[config.mk]
export PLATFORM = sky130hd
export DESIGN_NAME = gpu_issue_scheduler
export DESIGN_NICKNAME = d
export VERILOG_FILES = /design/src/rtl/gpu_issue_scheduler.sv
export SDC_FILE = /design/constraint.sdc
export NUM_CORES = 1
export LEC_CHECK = 0
export CAP_MARGIN = 5
export CORE_MARGIN = 2
export CORE_UTILIZATION = 45
export CTS_CLUSTER_SIZE = 28
export DETAILED_ROUTE_END_ITERATION = 12
export GPL_TIMING_DRIVEN = 0
export PLACE_DENSITY_LB_ADDON = 0.25
export SYNTH_ARGS = -nofsm -noshare
export SYNTH_HDL_FRONTEND = slang
export SYNTH_SLANG_ARGS = --single-unit
[constraint.sdc]
create_clock -name clk -period 6.3 [get_ports clk]
set_input_delay 0.945 -clock clk [delete_from_list [all_inputs] [get_ports clk]]
set_output_delay 0.945 -clock clk [all_outputs]
set_load 0.1 [all_outputs]
[src/rtl/gpu_issue_scheduler.sv]
// Round-robin issue scheduler sharing one basic_gpu execution unit among NUM_REQ
// requesters, with a watchdog that aborts operations the GPU never accepts or completes.
module gpu_issue_scheduler #(
  parameter int NUM_REQ        = 4,
  parameter int ID_W           = 2,
  parameter int TIMEOUT_CYCLES = 64,
  parameter int CNT_W          = 16
) (
  input  logic                   clk,
  input  logic                   rst,
  input  logic [NUM_REQ-1:0]     req_valid,
  input  logic [32*NUM_REQ-1:0]  req_instr,
  output logic [NUM_REQ-1:0]     req_grant,
  output logic                   rsp_valid,
  output logic [ID_W-1:0]        rsp_id,
  output logic [31:0]            rsp_data,
  output logic [31:0]            gpu_instruction,
  output logic                   gpu_valid,
  input  logic                   gpu_ready,
  input  logic [31:0]            gpu_result,
  output logic                   timeout_err,
  output logic [CNT_W-1:0]       issue_count
);

  localparam logic [1:0] S_IDLE      = 2'd0;
  localparam logic [1:0] S_ISSUE     = 2'd1;
  localparam logic [1:0] S_WAIT_DONE = 2'd2;

  localparam int              WD_W    = $clog2(TIMEOUT_CYCLES);
  localparam logic [WD_W-1:0] WD_LAST = WD_W'(TIMEOUT_CYCLES - 1);
  localparam logic [ID_W-1:0] PTR_RST = ID_W'(NUM_REQ - 1);

  logic [1:0]       r_state;
  logic [ID_W-1:0]  r_ptr;
  logic [ID_W-1:0]  r_cur_id;
  logic [WD_W-1:0]  r_wd_cnt;
  logic             r_gpu_valid;
  logic [31:0]      r_gpu_instr;
  logic             r_rsp_valid;
  logic [ID_W-1:0]  r_rsp_id;
  logic [31:0]      r_rsp_data;
  logic             r_timeout_err;
  logic [CNT_W-1:0] r_issue_count;

  logic [NUM_REQ-1:0] w_grant;
  logic [ID_W-1:0]    w_grant_id;
  logic [31:0]        w_grant_instr;
  logic               w_xfer;
  logic               w_exit_normal;
  logic               w_abort;

  // Search starts just above the last winner so every requester gets a turn.
  always_comb begin
    w_grant       = '0;
    w_grant_id    = '0;
    w_grant_instr = '0;
    if (r_state == S_IDLE) begin
      for (int k = 1; k <= NUM_REQ; k++) begin
        automatic int idx = (int'(r_ptr) + k) % NUM_REQ;
        if ((w_grant == '0) && req_valid[idx]) begin
          w_grant[idx]  = 1'b1;
          w_grant_id    = ID_W'(idx);
          w_grant_instr = req_instr[32*idx +: 32];
        end
      end
    end
  end

  assign w_xfer        = |(w_grant & req_valid);
  assign w_exit_normal = ((r_state == S_ISSUE) && !gpu_ready) ||
                         ((r_state == S_WAIT_DONE) && gpu_ready);
  // A normal exit landing on the last watchdog cycle takes precedence over the abort.
  assign w_abort       = (r_state != S_IDLE) && !w_exit_normal && (r_wd_cnt == WD_LAST);

  // NOTE: every register here uses non-blocking assignment so all state updates
  // see the pre-edge values, independent of statement order.
  always_ff @(posedge clk) begin
    if (rst) begin
      r_state       <= S_IDLE;
      r_ptr         <= PTR_RST;
      r_cur_id      <= '0;
      r_wd_cnt      <= '0;
      r_gpu_valid   <= 1'b0;
      r_gpu_instr   <= '0;
      r_rsp_valid   <= 1'b0;
      r_rsp_id      <= '0;
      r_rsp_data    <= '0;
      r_timeout_err <= 1'b0;
      r_issue_count <= '0;
    end else begin
      r_rsp_valid <= 1'b0;
      if (r_state != S_IDLE) r_wd_cnt <= r_wd_cnt + 1'b1;

      if (w_abort) begin
        r_timeout_err <= 1'b1;
        r_gpu_valid   <= 1'b0;
        r_rsp_valid   <= 1'b1;
        r_rsp_data    <= '0;
        r_rsp_id      <= r_cur_id;
        r_issue_count <= r_issue_count + 1'b1;
        r_state       <= S_IDLE;
      end else begin
        case (r_state)
          S_IDLE: begin
            if (w_xfer) begin
              r_gpu_instr <= w_grant_instr;
              r_cur_id    <= w_grant_id;
              r_ptr       <= w_grant_id;
              r_gpu_valid <= 1'b1;
              r_wd_cnt    <= '0;
              r_state     <= S_ISSUE;
            end
          end
          S_ISSUE: begin
            // The GPU signals acceptance by dropping ready.
            if (!gpu_ready) begin
              r_gpu_valid <= 1'b0;
              r_state     <= S_WAIT_DONE;
            end
          end
          S_WAIT_DONE: begin
            if (gpu_ready) begin
              r_rsp_valid   <= 1'b1;
              r_rsp_data    <= gpu_result;
              r_rsp_id      <= r_cur_id;
              r_issue_count <= r_issue_count + 1'b1;
              r_state       <= S_IDLE;
            end
          end
          default: r_state <= S_IDLE;
        endcase
      end
    end
  end

  assign req_grant       = w_grant;
  assign rsp_valid       = r_rsp_valid;
  assign rsp_id          = r_rsp_id;
  assign rsp_data        = r_rsp_data;
  assign gpu_instruction = r_gpu_instr;
  assign gpu_valid       = r_gpu_valid;
  assign timeout_err     = r_timeout_err;
  assign issue_count     = r_issue_count;

endmodule

==> tab_implementation.tex <==
\begin{tabular}{lr}
\hline
Metric & Value \\
\hline
\multicolumn{2}{l}{\textbf{Run status}} \\
Outcome & complete, no violations \\
\multicolumn{2}{l}{\textbf{Setup path}} \\
Crit path to & req\_grant[1] \\
Critical path class & flop to primary output \\
Launching element type of the critical path & flop \\
Source of the worst register-to-register timing path & r\_ptr[0]\$\_SDFFE\_PP1P\_ \\
Worst-path maximum fanout & 28 \\
Start point of the critical path & r\_ptr[0]\$\_SDFFE\_PP1P\_ \\
Worst R2R Path Depth & 16 \\
Register-to-register path setup slack & $\sim$1.7 ns \\
Capture point of the worst reg-to-reg path & gpu\_instruction[9]\$\_SDFFE\_PP0P\_ \\
Required time of the critical path & $\sim$5.4 ns \\
Arrival time reported for the critical path endpoint & between 5 and 6 ns \\
Critical Path End Type & primary output \\
\multicolumn{2}{l}{\textbf{Global route}} \\
Remaining global-route overflow & 0 \\
Number of antenna violations at the first check in global routing & 1 \\
Pin count of the biggest net entering global routing & 29 \\
Number of global-route vias before repair & just over 7000 \\
Global-route wire length before repair & 38040 um \\
Gr usage total & 26.73\% \\
\multicolumn{2}{l}{\textbf{STA}} \\
Final critical-path share of the clock period & a little over nine tenths \\
Number of hold-slack violations in the final timing report & 0 \\
Max-slew violation total from the final report & 0 \\
Clock Skews & 0.006616 ns \\
Worst max-slew margin expressed relative to the limit & between 20\% and 30\% \\
Final setup violation count & 0 \\
Hold Slack & 0.4540 ns \\
Unrepaired setup endpoints after global routing & false \\
Time the worst path needs with I/O delays and setup & 5.991 ns \\
Worst Tran Pin Value & roughly 1.1 ns \\
Worst Setup Slack, final & between 0.3 and 0.4 ns \\
Peak clock frequency supported by timing & $\sim$170 MHz \\
\multicolumn{2}{l}{\textbf{Finish}} \\
NumNets Final & around 1200 \\
Commonest non-fill, non-tap cell in the layout & sky130\_fd\_sc\_hd\_\_clkdlybuf4s50\_1 \\
Post-synthesis to final-layout area growth & 40.97\% \\
Share of layout cells above drive strength 1 & $\sim$14\% \\
Leading cell types in the layout, fill and taps excluded & 252 x sky130\_fd\_sc\_hd\_\_clkdlybuf4s50\_1, 96 x sky130\_fd\_sc\_hd\_\_nand2\_1, 96 x sky130\_fd\_sc\_hd\_\_dfxtp\_1, 90 x sky130\_fd\_sc\_hd\_\_mux4\_2, 69 x sky130\_fd\_sc\_hd\_\_mux2i\_1 \\
\multicolumn{2}{l}{\textbf{Detailed routing}} \\
1st-pass router iterations & 5 \\
Total Wirelength & about 24000 um \\
Count of antenna-violating nets left after detailed routing & 0 \\
Wirelength per Cell & around 19 um \\
Post-detailed-route via-to-cell ratio & 5.897 \\
Violation count after the first detailed-routing iteration & $\sim$470 \\
Post-detailed-route DRC marker count & 0 \\
Overall via count from detail\_route & about 7500 \\
\multicolumn{2}{l}{\textbf{Pwr}} \\
Static leakage & roughly 4 nW \\
Power density relative to cell area & $\sim$400 nW/um\^{}2 \\
Max rail drop VDD & 0.2355 mV \\
Power after layout & $\sim$4.3 mW \\
\multicolumn{2}{l}{\textbf{CTS}} \\
Hold-fix buffers, CTS & 0 \\
Number of buffers added by the clock tree synthesis step & 9 \\
Number of clock sinks & 97 \\
Clock slew seen by the registers of the worst setup and hold paths & 0.07 ns \\
CTS Root Buffer Type & sky130\_fd\_sc\_hd\_\_clkbuf\_16 \\
CTS Buffer Depth & 2 \\
Worst-Skew Late Latency & between 0.3 and 0.4 ns \\
Post-CTS setup buffer count & 0 \\
CTS H-tree depth & 3 \\
CTS tree & built \\
\multicolumn{2}{l}{\textbf{Placement}} \\
Final RePlAce weighted congestion & approximately 0.9 \\
Count of port buffers added during placement & 255 \\
Place WS & -1.524 ns \\
HPWL Detailed & roughly 18000 um \\
\multicolumn{2}{l}{\textbf{Die}} \\
Core region area & roughly 17000 um\^{}2 \\
Cell row count & 47 \\
Die Ht & between 100 and 150 um \\
IO Pins & between 200 and 300 \\
Horiz. Die Dim & 133.9 um \\
Starting density of the core & between 40\% and 50\% \\
DIE AREA & $\sim$18000 um\^{}2 \\
\multicolumn{2}{l}{\textbf{Yosys}} \\
Synth Instances & between 700 and 800 \\
Warnings, synthesis & 0 \\
Number of storage elements in the synthesis netlist & 97 \\
Cell area after synthesis & 7596 um\^{}2 \\
Synthesized netlist net count & 963 \\
Ys async rst share & 0\% \\
Leading area contributor after synthesis & sky130\_fd\_sc\_hd\_\_mux4\_2 \\
Leading cell types by total area after synthesis & sky130\_fd\_sc\_hd\_\_mux4\_2 27\%, sky130\_fd\_sc\_hd\_\_dfxtp\_1 26\%, sky130\_fd\_sc\_hd\_\_mux2i\_1 9.1\%, sky130\_fd\_sc\_hd\_\_nand2\_1 4.7\%, sky130\_fd\_sc\_hd\_\_a21oi\_1 4.4\% \\
Count of flip-flops with a built-in enable after synthesis & 0 \\
Syn avg cell area & a little under 10 um\^{}2 \\
Fraction of the yosys area taken by sequential cells & roughly a quarter \\
Cell variety after synth & 55 \\
Share of Yosys cell area claimed by the top area cell type & 26.68\% \\
Post-synth top flop & sky130\_fd\_sc\_hd\_\_dfxtp\_1 \\
\multicolumn{2}{l}{\textbf{Worst hold path}} \\
Worst hold-check path type & flop to flop \\
Hold path start & rsp\_data[23]\$\_SDFFE\_PP0P\_ \\
\multicolumn{2}{l}{\textbf{Job}} \\
Max cap viols & 0 \\
\hline
\end{tabular}
==> state kept, by name, summed over array words and instances (netlist names), 2 cells and up <==
register,cells
gpu_instruction,32
rsp_data,32
issue_count,16
r_wd_cnt,6
r_cur_id,2
r_ptr,2
r_state,2
rsp_id,2
==> where the power goes <==
| part | internal (mW) | total [mW] | switching, mW |
|---|---|---|---|
| combinational | 1.15 | 3.00 | 1.85 |
| sequential | 0.694 | 0.748 | 0.0535 |
| clock | 0.270 | 0.521 | 0.252 |
| total | 2.12 | 4.27 | 2.15 |
==> Yosys cell counts (4+ instances only) <==
library cell / count
sky130_fd_sc_hd__ha_1: 10
sky130_fd_sc_hd__mux4_2: 90
sky130_fd_sc_hd__inv_1: 29
sky130_fd_sc_hd__nor2_1: 69
sky130_fd_sc_hd__nand4_1: 6
sky130_fd_sc_hd__xnor2_1: 5
sky130_fd_sc_hd__a211oi_1: 23
sky130_fd_sc_hd__buf_1: 11
sky130_fd_sc_hd__o22ai_1: 17
sky130_fd_sc_hd__o221ai_1: 20
sky130_fd_sc_hd__o22ai_2: 5
sky130_fd_sc_hd__clkbuf_1: 45
sky130_fd_sc_hd__buf_6: 4
sky130_fd_sc_hd__and3_1: 5
sky130_fd_sc_hd__buf_2: 14
sky130_fd_sc_hd__nand3_1: 27
sky130_fd_sc_hd__nand2b_1: 5
sky130_fd_sc_hd__dfxtp_1: 97
sky130_fd_sc_hd__a21oi_1: 67
sky130_fd_sc_hd__nand2_1: 96
sky130_fd_sc_hd__nor3_1: 6
sky130_fd_sc_hd__xor2_1: 16
sky130_fd_sc_hd__mux2i_1: 69
==> logic make-up (layout without fill, tap and decap cells) <==
| family | count (synthesis) | in the layout | synth area share [%] |
|---|---|---|---|
| and+or+nand+nor | 227 | 227 | 13.01 |
| AOI/OAI and AO/OA | 165 | 165 | 15.42 |
| muxes | 160 | 160 | 35.92 |
| buffers and inverters | 106 | 374 | 6.012 |
| DFF | 97 | 97 | 25.56 |
| xor gates and xnor gates | 21 | 21 | 2.421 |
| adders and majority gates | 10 | 10 | 1.647 |
| other | 0 | 1 | 0 |
==> critical path, cell delays in order, from the launching register on <==
cell and delay [ns]:
sky130_fd_sc_hd__dfxtp_2 0.44, sky130_fd_sc_hd__buf_4 0.23, sky130_fd_sc_hd__clkbuf_4 0.32, sky130_fd_sc_hd__buf_8 0.29, sky130_fd_sc_hd__inv_1 0.16, sky130_fd_sc_hd__ha_1 0.31, sky130_fd_sc_hd__buf_2 0.18, sky130_fd_sc_hd__mux4_2 0.39
sky130_fd_sc_hd__a21boi_4 0.29, sky130_fd_sc_hd__o21ai_1 0.19, sky130_fd_sc_hd__a41oi_1 0.29, sky130_fd_sc_hd__and4_1 0.24, sky130_fd_sc_hd__buf_2 0.15, sky130_fd_sc_hd__buf_4 0.21, sky130_fd_sc_hd__buf_2 0.35, sky130_fd_sc_hd__nand2_1 0.11
sky130_fd_sc_hd__a21oi_2 0.17, sky130_fd_sc_hd__clkbuf_4 0.35
==> per-stage QoR <==
stage | setup TNS, ns | instance area [um^2] | cells | utilization (%)
2_1_floorplan | 0 | 7606 | 786 | -
3_3_place_gp | -5.009 | 10430 | 1261 | 63.14
3_5_place_dp | -5.261 | 10430 | 1261 | 63.14
4_1_cts | 0 | 10690 | 1274 | 64.68
5_1_grt | 0 | 10710 | 1274 | 64.78
6_report | 0 | 10710 | 1275 | 64.80
==> repair_timing <==
item	4_1_cts	5_1_grt
cloned	0	0
gates resized for setup	18	8
endpoints found under the setup margin	4	4
==> layout make-up <==
type | count | area [um^2]
Antenna cell | 1 | 2.502
Buffer | 74 | 352.8
Clock buffer | 10 | 229.0
Clock inverter | 6 | 43.79
Fill cell | 1403 | 5817
Inverter | 29 | 108.9
Multi-Input combinational cell | 583 | 5207
Sequential cell | 97 | 1943
Tap cell | 220 | 275.3
Timing Repair Buffer | 255 | 2545
==> worst min path at each step <==
stage | endpoint | slack [ns] | cells past startpoint
5_1_grt | rsp_data[27]$_SDFFE_PP0P_ | 0.47 | 2
3_3_place_gp | timeout_err$_SDFFE_PP0P_ | 0.43 | 2
4_1_cts | rsp_data[10]$_SDFFE_PP0P_ | 0.46 | 2
3_5_place_dp | rsp_data[10]$_SDFFE_PP0P_ | 0.45 | 2
6_report | rsp_data[23]$_SDFFE_PP0P_ | 0.45 | 2
2_1_floorplan | rsp_id[0]$_SDFFE_PP0P_ | 0.46 | 2
==> per-layer routing <==
| layer | vias to the layer above | track usage, % | share of wire (%) |
|---|---|---|---|
| met5 | - | 0 | 0 |
| met4 | 0 | 9.634 | 2.8 |
| met3 | 47 | 6.122 | 9.7 |
| met2 | 427 | 44.10 | 47 |
| met1 | 3531 | 34.51 | 40 |
| li1 | 3514 | - | - |
Note: power is estimated with default switching activity, not from simulation.
